`config.mk`:
```
export PLATFORM = sky130hd
export DESIGN_NAME = gpio_ctrl_flat
export DESIGN_NICKNAME = d
export VERILOG_FILES = /design/src/rtl/gpio_ctrl_pkg.sv /design/src/rtl/gpio_ctrl_if.sv /design/src/rtl/gpio_ctrl_sync.sv /design/src/rtl/gpio_ctrl.sv /design/src/flat_wrapper.sv
export SDC_FILE = /design/constraint.sdc
export NUM_CORES = 1
export LEC_CHECK = 0
export ABC_AREA = 1
export CELL_PAD_IN_SITES_DETAIL_PLACEMENT = 1
export CELL_PAD_IN_SITES_GLOBAL_PLACEMENT = 2
export CORE_MARGIN = 2
export CORE_UTILIZATION = 26
export DETAILED_ROUTE_END_ITERATION = 10
export PLACE_DENSITY_LB_ADDON = 0.2
export SLEW_MARGIN = 5
export SYNTH_ARGS = -nofsm -noshare
export SYNTH_HDL_FRONTEND = slang
export SYNTH_SLANG_ARGS = --single-unit
export TNS_END_PERCENT = 1
```
`constraint.sdc`:
```
create_clock -name clk -period 1.9 [get_ports clk]
set_input_delay 0.38 -clock clk [delete_from_list [all_inputs] [get_ports clk]]
set_output_delay 0.38 -clock clk [all_outputs]
set_load 0.02 [all_outputs]
```
`src/rtl/gpio_ctrl_pkg.sv`:
```
// gpio_ctrl shared definitions
// register map, bus widths, pin limits
package gpio_ctrl_pkg;

  localparam int GPIO_DW       = 32;
  localparam int GPIO_AW       = 3;
  localparam int GPIO_MAX_PINS = 32;
  localparam int GPIO_NR_REGS  = 8;

  typedef logic [GPIO_AW-1:0] gpio_addr_t;
  typedef logic [GPIO_DW-1:0] gpio_word_t;

  localparam gpio_addr_t GPIO_REG_DATA_OUT = 3'd0;
  localparam gpio_addr_t GPIO_REG_DO_SET   = 3'd1;
  localparam gpio_addr_t GPIO_REG_DO_CLR   = 3'd2;
  localparam gpio_addr_t GPIO_REG_OE       = 3'd3;
  localparam gpio_addr_t GPIO_REG_DATA_IN  = 3'd4;
  localparam gpio_addr_t GPIO_REG_RISE_EN  = 3'd5;
  localparam gpio_addr_t GPIO_REG_FALL_EN  = 3'd6;
  localparam gpio_addr_t GPIO_REG_STATUS   = 3'd7;

  // one-hot register select for a word index
  function automatic logic [GPIO_NR_REGS-1:0] gpio_sel(
    input gpio_addr_t a
  );
    logic [GPIO_NR_REGS-1:0] s;
    s    = '0;
    s[a] = 1'b1;
    return s;
  endfunction

endpackage

```
`src/rtl/gpio_ctrl_if.sv`:
```
// gpio_ctrl register bus
// single-cycle request, registered read response
interface gpio_ctrl_if;
  import gpio_ctrl_pkg::*;

  logic       req_valid;
  logic       req_wr;
  gpio_addr_t req_addr;
  gpio_word_t req_wdata;
  logic       rsp_valid;
  gpio_word_t rsp_rdata;

  modport master (
    output req_valid,
    output req_wr,
    output req_addr,
    output req_wdata,
    input  rsp_valid,
    input  rsp_rdata
  );

  modport slave (
    input  req_valid,
    input  req_wr,
    input  req_addr,
    input  req_wdata,
    output rsp_valid,
    output rsp_rdata
  );

endinterface

```
`src/rtl/gpio_ctrl_sync.sv`:
```
// gpio_sync: multi-flop pad input synchroniser
// chain clears to zero on reset
module gpio_sync #(
  parameter int WIDTH  = 8,
  parameter int STAGES = 2
) (
  input  logic             clk,
  input  logic             reset,
  input  logic [WIDTH-1:0] d,
  output logic [WIDTH-1:0] q
);

  logic [STAGES-1:0][WIDTH-1:0] chain;

  // shift raw pad values through the chain
  always_ff @(posedge clk) begin
    if (reset) begin
      chain <= '0;
    end else begin
      chain <= {chain[STAGES-2:0], d};
    end
  end

  assign q = chain[STAGES-1];

endmodule

```
`src/rtl/gpio_ctrl.sv`:
```
// gpio_ctrl: memory-mapped GPIO block
// out/oe regs, input sync, sticky edge irq
module gpio_ctrl
  import gpio_ctrl_pkg::*;
#(
  parameter int NR_GPIOS    = 8,
  parameter int SYNC_STAGES = 2
) (
  input  logic                clk,
  input  logic                reset,
  gpio_ctrl_if.slave          bus,
  output logic [NR_GPIOS-1:0] gpio_oe,
  output logic [NR_GPIOS-1:0] gpio_do,
  input  logic [NR_GPIOS-1:0] gpio_di,
  output logic                irq
);

  localparam int N = NR_GPIOS;
  localparam logic [2:0] ARM_DONE =
    3'(SYNC_STAGES + 1);

  typedef logic [N-1:0] pins_t;

  pins_t sync;
  pins_t prev;
  pins_t rise_en;
  pins_t fall_en;
  pins_t status;
  pins_t rise;
  pins_t fall;
  pins_t wdata;
  pins_t w1c;
  pins_t rd_pins;

  logic [GPIO_NR_REGS-1:0] sel;
  gpio_word_t rd_word;
  logic [2:0] arm_cnt;
  logic       armed;
  logic       wr_en;
  logic       rd_en;
  logic       unused_wdata;

  gpio_sync #(
    .WIDTH  (N),
    .STAGES (SYNC_STAGES)
  ) u_sync (
    .clk   (clk),
    .reset (reset),
    .d     (gpio_di),
    .q     (sync)
  );

  assign wr_en = bus.req_valid & bus.req_wr;
  assign rd_en = bus.req_valid & ~bus.req_wr;
  assign sel   = gpio_sel(bus.req_addr);
  assign wdata = bus.req_wdata[N-1:0];

  // bits above the pin count are dropped
  assign unused_wdata = ^bus.req_wdata;

  // edges are ignored until the sync chain
  // and prev hold post-reset pad values
  assign armed = (arm_cnt == ARM_DONE);

  assign w1c =
    (wr_en & sel[GPIO_REG_STATUS]) ?
    wdata : '0;

  assign rise =
    sync & ~prev & rise_en & {N{armed}};
  assign fall =
    ~sync & prev & fall_en & {N{armed}};

  // read data selection, zero-extended
  always_comb begin
    rd_pins = '0;
    unique case (1'b1)
      sel[GPIO_REG_DATA_OUT],
      sel[GPIO_REG_DO_SET],
      sel[GPIO_REG_DO_CLR]:
        rd_pins = gpio_do;
      sel[GPIO_REG_OE]:
        rd_pins = gpio_oe;
      sel[GPIO_REG_DATA_IN]:
        rd_pins = sync;
      sel[GPIO_REG_RISE_EN]:
        rd_pins = rise_en;
      sel[GPIO_REG_FALL_EN]:
        rd_pins = fall_en;
      sel[GPIO_REG_STATUS]:
        rd_pins = status;
      default:
        rd_pins = '0;
    endcase
    rd_word        = '0;
    rd_word[N-1:0] = rd_pins;
  end

  // software-writable control registers
  always_ff @(posedge clk) begin
    if (reset) begin
      gpio_do <= '0;
      gpio_oe <= '0;
      rise_en <= '0;
      fall_en <= '0;
    end else if (wr_en) begin
      unique case (1'b1)
        sel[GPIO_REG_DATA_OUT]:
          gpio_do <= wdata;
        sel[GPIO_REG_DO_SET]:
          gpio_do <= gpio_do | wdata;
        sel[GPIO_REG_DO_CLR]:
          gpio_do <= gpio_do & ~wdata;
        sel[GPIO_REG_OE]:
          gpio_oe <= wdata;
        sel[GPIO_REG_RISE_EN]:
          rise_en <= wdata;
        sel[GPIO_REG_FALL_EN]:
          fall_en <= wdata;
        default: begin
        end
      endcase
    end
  end

  // registered read response
  always_ff @(posedge clk) begin
    if (reset) begin
      bus.rsp_valid <= 1'b0;
      bus.rsp_rdata <= '0;
    end else begin
      bus.rsp_valid <= rd_en;
      if (rd_en) begin
        bus.rsp_rdata <= rd_word;
      end
    end
  end

  // edge capture, sticky status, irq, arming
  always_ff @(posedge clk) begin
    if (reset) begin
      prev    <= '0;
      status  <= '0;
      irq     <= 1'b0;
      arm_cnt <= '0;
    end else begin
      prev    <= sync;
      status  <= (status & ~w1c) | rise | fall;
      irq     <= |status;
      if (!armed) begin
        arm_cnt <= arm_cnt + 3'd1;
      end
    end
  end

endmodule

```
`src/flat_wrapper.sv`:
```
// flat-port wrapper written by rule: the top's interface ports become plain ports
module gpio_ctrl_flat import gpio_ctrl_pkg::*;
#(
  parameter int NR_GPIOS    = 8,
  parameter int SYNC_STAGES = 2
)
  (clk, reset, gpio_oe, gpio_do, gpio_di, irq, bus_req_valid, bus_req_wr, bus_req_addr, bus_req_wdata, bus_rsp_valid, bus_rsp_rdata);
  gpio_ctrl_if bus_i ();
  input  logic clk;
  input  logic reset;
  output logic [NR_GPIOS-1:0] gpio_oe;
  output logic [NR_GPIOS-1:0] gpio_do;
  input  logic [NR_GPIOS-1:0] gpio_di;
  output logic irq;
  input wire logic [$bits(bus_i.req_valid)-1:0] bus_req_valid;
  input wire logic [$bits(bus_i.req_wr)-1:0] bus_req_wr;
  input wire logic [$bits(bus_i.req_addr)-1:0] bus_req_addr;
  input wire logic [$bits(bus_i.req_wdata)-1:0] bus_req_wdata;
  output wire logic [$bits(bus_i.rsp_valid)-1:0] bus_rsp_valid;
  output wire logic [$bits(bus_i.rsp_rdata)-1:0] bus_rsp_rdata;
  assign bus_i.req_valid = bus_req_valid;
  assign bus_i.req_wr = bus_req_wr;
  assign bus_i.req_addr = bus_req_addr;
  assign bus_i.req_wdata = bus_req_wdata;
  assign bus_rsp_valid = bus_i.rsp_valid;
  assign bus_rsp_rdata = bus_i.rsp_rdata;
  gpio_ctrl #(.NR_GPIOS(NR_GPIOS), .SYNC_STAGES(SYNC_STAGES)) u_core (.clk(clk), .reset(reset), .bus(bus_i), .gpio_oe(gpio_oe), .gpio_do(gpio_do), .gpio_di(gpio_di), .irq(irq));
endmodule
```
==> run_results.csv <==
group,metric,value,unit
outcome,status,"complete, no violations",
yosys,ys.warnings.count,0,
setup_path,worstPathCellList,"clkdlybuf4s50_1",
clock_tree,postCtsSetupBuffers,0,
yosys,ys.flop_type,"dfxtp_1",
setup_path,worst-path-max-fanout,3,
global_routing,antenna_found_initial,0,
timing,setup_violations,0,
timing,post-route-period-util,90.1,%
yosys,yosys-top-cells-area,"dfxtp_1 (45%), nand2_1 (8.0%), o21ai_0 (7.5%)",
clock_tree,clock_path_buffers,2,
timing,rsz0062_at_grt,"false",
drt,vias_per_cell,4.33,
global_routing,grt_pass1_wl,16.5,mm
yosys,ys_seq_area_share,45.5,%
place,io_buffer_count,48,
setup_path,cp.required,1520,ps
layout,final_util,35.5,%
job,drv_cap,0,
floorplan,initial_utilization,26.8,%
clock_tree,clk_latency,330,ps
setup_path,cp_num_buf_inv,1,
clock_tree,htreeDepth,3,
drt,vias,3085,
drt,drt_wl_total,10.2,mm
drt,wl_per_cell,14.3,um
layout,drive_above_1_share,10.7,%
floorplan,num_io_pins,97,
layout,nets,584,
clock_tree,post_cts_resized,0,
place,gp_congestion,0.807,
setup_path,rrSetupSlack,570,ps
clock_tree,cts_hold_buf,0,
timing,min_period,1710,ps
setup_path,crit_slowest_cell,"clkdlybuf4s50_1",
timing,finalHoldViolCount,0,
setup_path,worstSetupEndpointType,"output pin",
yosys,synth.largest_area_cell,"dfxtp_1",
floorplan,die_width,118,um
setup_path,worstPathArrival,1330,ps
setup_path,crit_path_max_incr_delay,630,ps
yosys,synthDistinctLibCells,25,
power,ir_drop,0.000362,V
yosys,synthCells,461,
place,dpl.hpwl,7.62,mm
global_routing,grt_usage,15.1,%
floorplan,die_area,14000,um^2
drt,drt_iter0_markers,134,
yosys,synth_seq_cells,77,
yosys,synthArstFlopShare,0,%
layout,final_area,4500,um^2
yosys,syn-cell-area,3390,um^2
layout,diodes,0,
yosys,yosys-top-cells-count,"dfxtp_1 (77), nand2_1 (72), inv_1 (61)",
power,cellLeakagePower,1.88,nW
worst_hold_path,min_path_type,"register to register",
floorplan,core,12700,um^2
power,power.density,856,nW/um^2
place,placed_area,4210,um^2
clock_tree,clkTransAtPathRegs,50,ps
floorplan,die_y,118,um
setup_path,critPathTopFamily,"buffers and inverters",
timing,fmax,0.584,GHz
yosys,synth-edff-count,0,
timing,finalMaxSlewViolations,0,
clock_tree,cts_tree,"yes",
yosys,yosysTopAreaCellShare,45.5,%
yosys,synth.most_common_cell,"dfxtp_1",
drt,ant_nets,0,
global_routing,grt_overflow,0,
clock_tree,clkSinkCount,77,
setup_path,crit_type,"register to output pin",
clock_tree,cts_made_buffers,9,
yosys,syn_area_per_cell,7.36,um^2
drt,dr.pass1.iters,4,
setup_path,start_kind,"register",
global_routing,grt_pass1_vias,3046,
global_routing,grt_start_max_net_pins,36,
clock_tree,cts_root_buffer,"clkbuf_16",
layout,syn_to_final_growth,32.6,%
timing,skew,9.77,ps
floorplan,num_rows,41,
drt,drc,0,
layout,n_fill_cell,1603,
[worst min-delay path, cell delays in order (launching register included)]
cell and delay (ps):
dfxtp_1 290, inv_1 40, nor2_1 30
[stage by stage]
stage / hold slack (ps) / std cells / setup slack, ps / total power [mW] / setup TNS (ps)
after detailed placement: 398 / 696 / -119 / 2.19 / -1900
after CTS: 405 / 712 / 167 / 3.91 / 0
after floorplan: 388 / 484 / 546 / 2.01 / 0
after global placement: 393 / 696 / -99.1 / 2.18 / -1390
after global routing: 428 / 712 / 53.2 / 4.02 / 0
final: 401 / 712 / 187 / 3.85 / 0
[kinds of logic (layout without fill, tap and decap cells)]
| logic type | after synthesis | after routing | share of synthesized area [%] |
|---|---|---|---|
| AO/OA/AOI/OAI | 104 | 104 | 15.9 |
| adder cells (fa/ha/maj) | 2 | 2 | 0.738 |
| buffers and inverters | 105 | 161 | 14.9 |
| flip-flops | 77 | 77 | 45.5 |
| other | 1 | 24 | 0.111 |
| AND/OR/NAND/NOR | 172 | 172 | 22.9 |
[final cells by class]
| cell class | count | area (um^2) | share of cell area (%) |
|---|---|---|---|
| timing repair buffer | 82 | 786 | 17.5 |
| tap | 172 | 215 | 4.79 |
| multi-input combinational | 302 | 1430 | 31.8 |
| inverter | 63 | 236 | 5.26 |
| sequential | 77 | 1540 | 34.3 |
| clock buffer | 15 | 258 | 5.73 |
| clock inverter | 1 | 30.0 | 0.668 |
[cells in the final DEF, fill, tap and decap left out, drive strengths merged]
cell,netlist,layout
a21oi,44,44
a31oi,8,8
buf,32,34
bufinv,0,1
clkbuf,10,15
clkdlybuf4s50,0,48
conb,1,24
dfxtp,77,77
ha,2,2
inv,63,63
nand2,73,73
nand3,20,20
nand4,19,19
nor2,55,55
nor3,3,3
nor4,2,2
o21ai,52,52
[registers in the layout (all words and copies together), names as in the netlist]
signal,flops
u_core.prev,8
u_core.irq,1
u_core.arm_cnt,3
u_core.u_sync.chain,8
u_core.fall_en,8
u_core.rise_en,8
u_core.bus.rsp_rdata,8
u_core.status,8
u_core.bus.rsp_valid,1
u_core.gpio_oe,8
u_core.gpio_do,8
u_core.u_sync.q,8
[power breakdown]
part	switching [mW]	total [mW]	internal, mW
Sequential	0.0310	1.71	1.68
Clock	0.640	1.70	1.06
Combinational	0.275	0.445	0.170
[metal layers]
layer	global-route usage [%]	up-vias	share of wire, %
met4	5.65	0	1.3
met1	21.2	1418	52
li1	-	1601	-
met2	22.5	57	43
met3	3.23	9	3.9
met5	0	-	0
[worst paths after layout]
path                                startpoint                             end  depth (start not counted)
max reg2reg     u_core.arm_cnt[0]$_SDFFE_PP0N_  u_core.arm_cnt[0]$_SDFFE_PP0N_                          6
max             u_core.gpio_oe[0]$_SDFFE_PP0P_                      gpio_oe[0]                          1
min reg2reg  u_core.u_sync.chain[6]$_SDFF_PP0_   u_core.u_sync.q[6]$_SDFF_PP0_                          2
min          u_core.u_sync.chain[6]$_SDFF_PP0_   u_core.u_sync.q[6]$_SDFF_PP0_                          2
(Power assumes the default switching activity.)
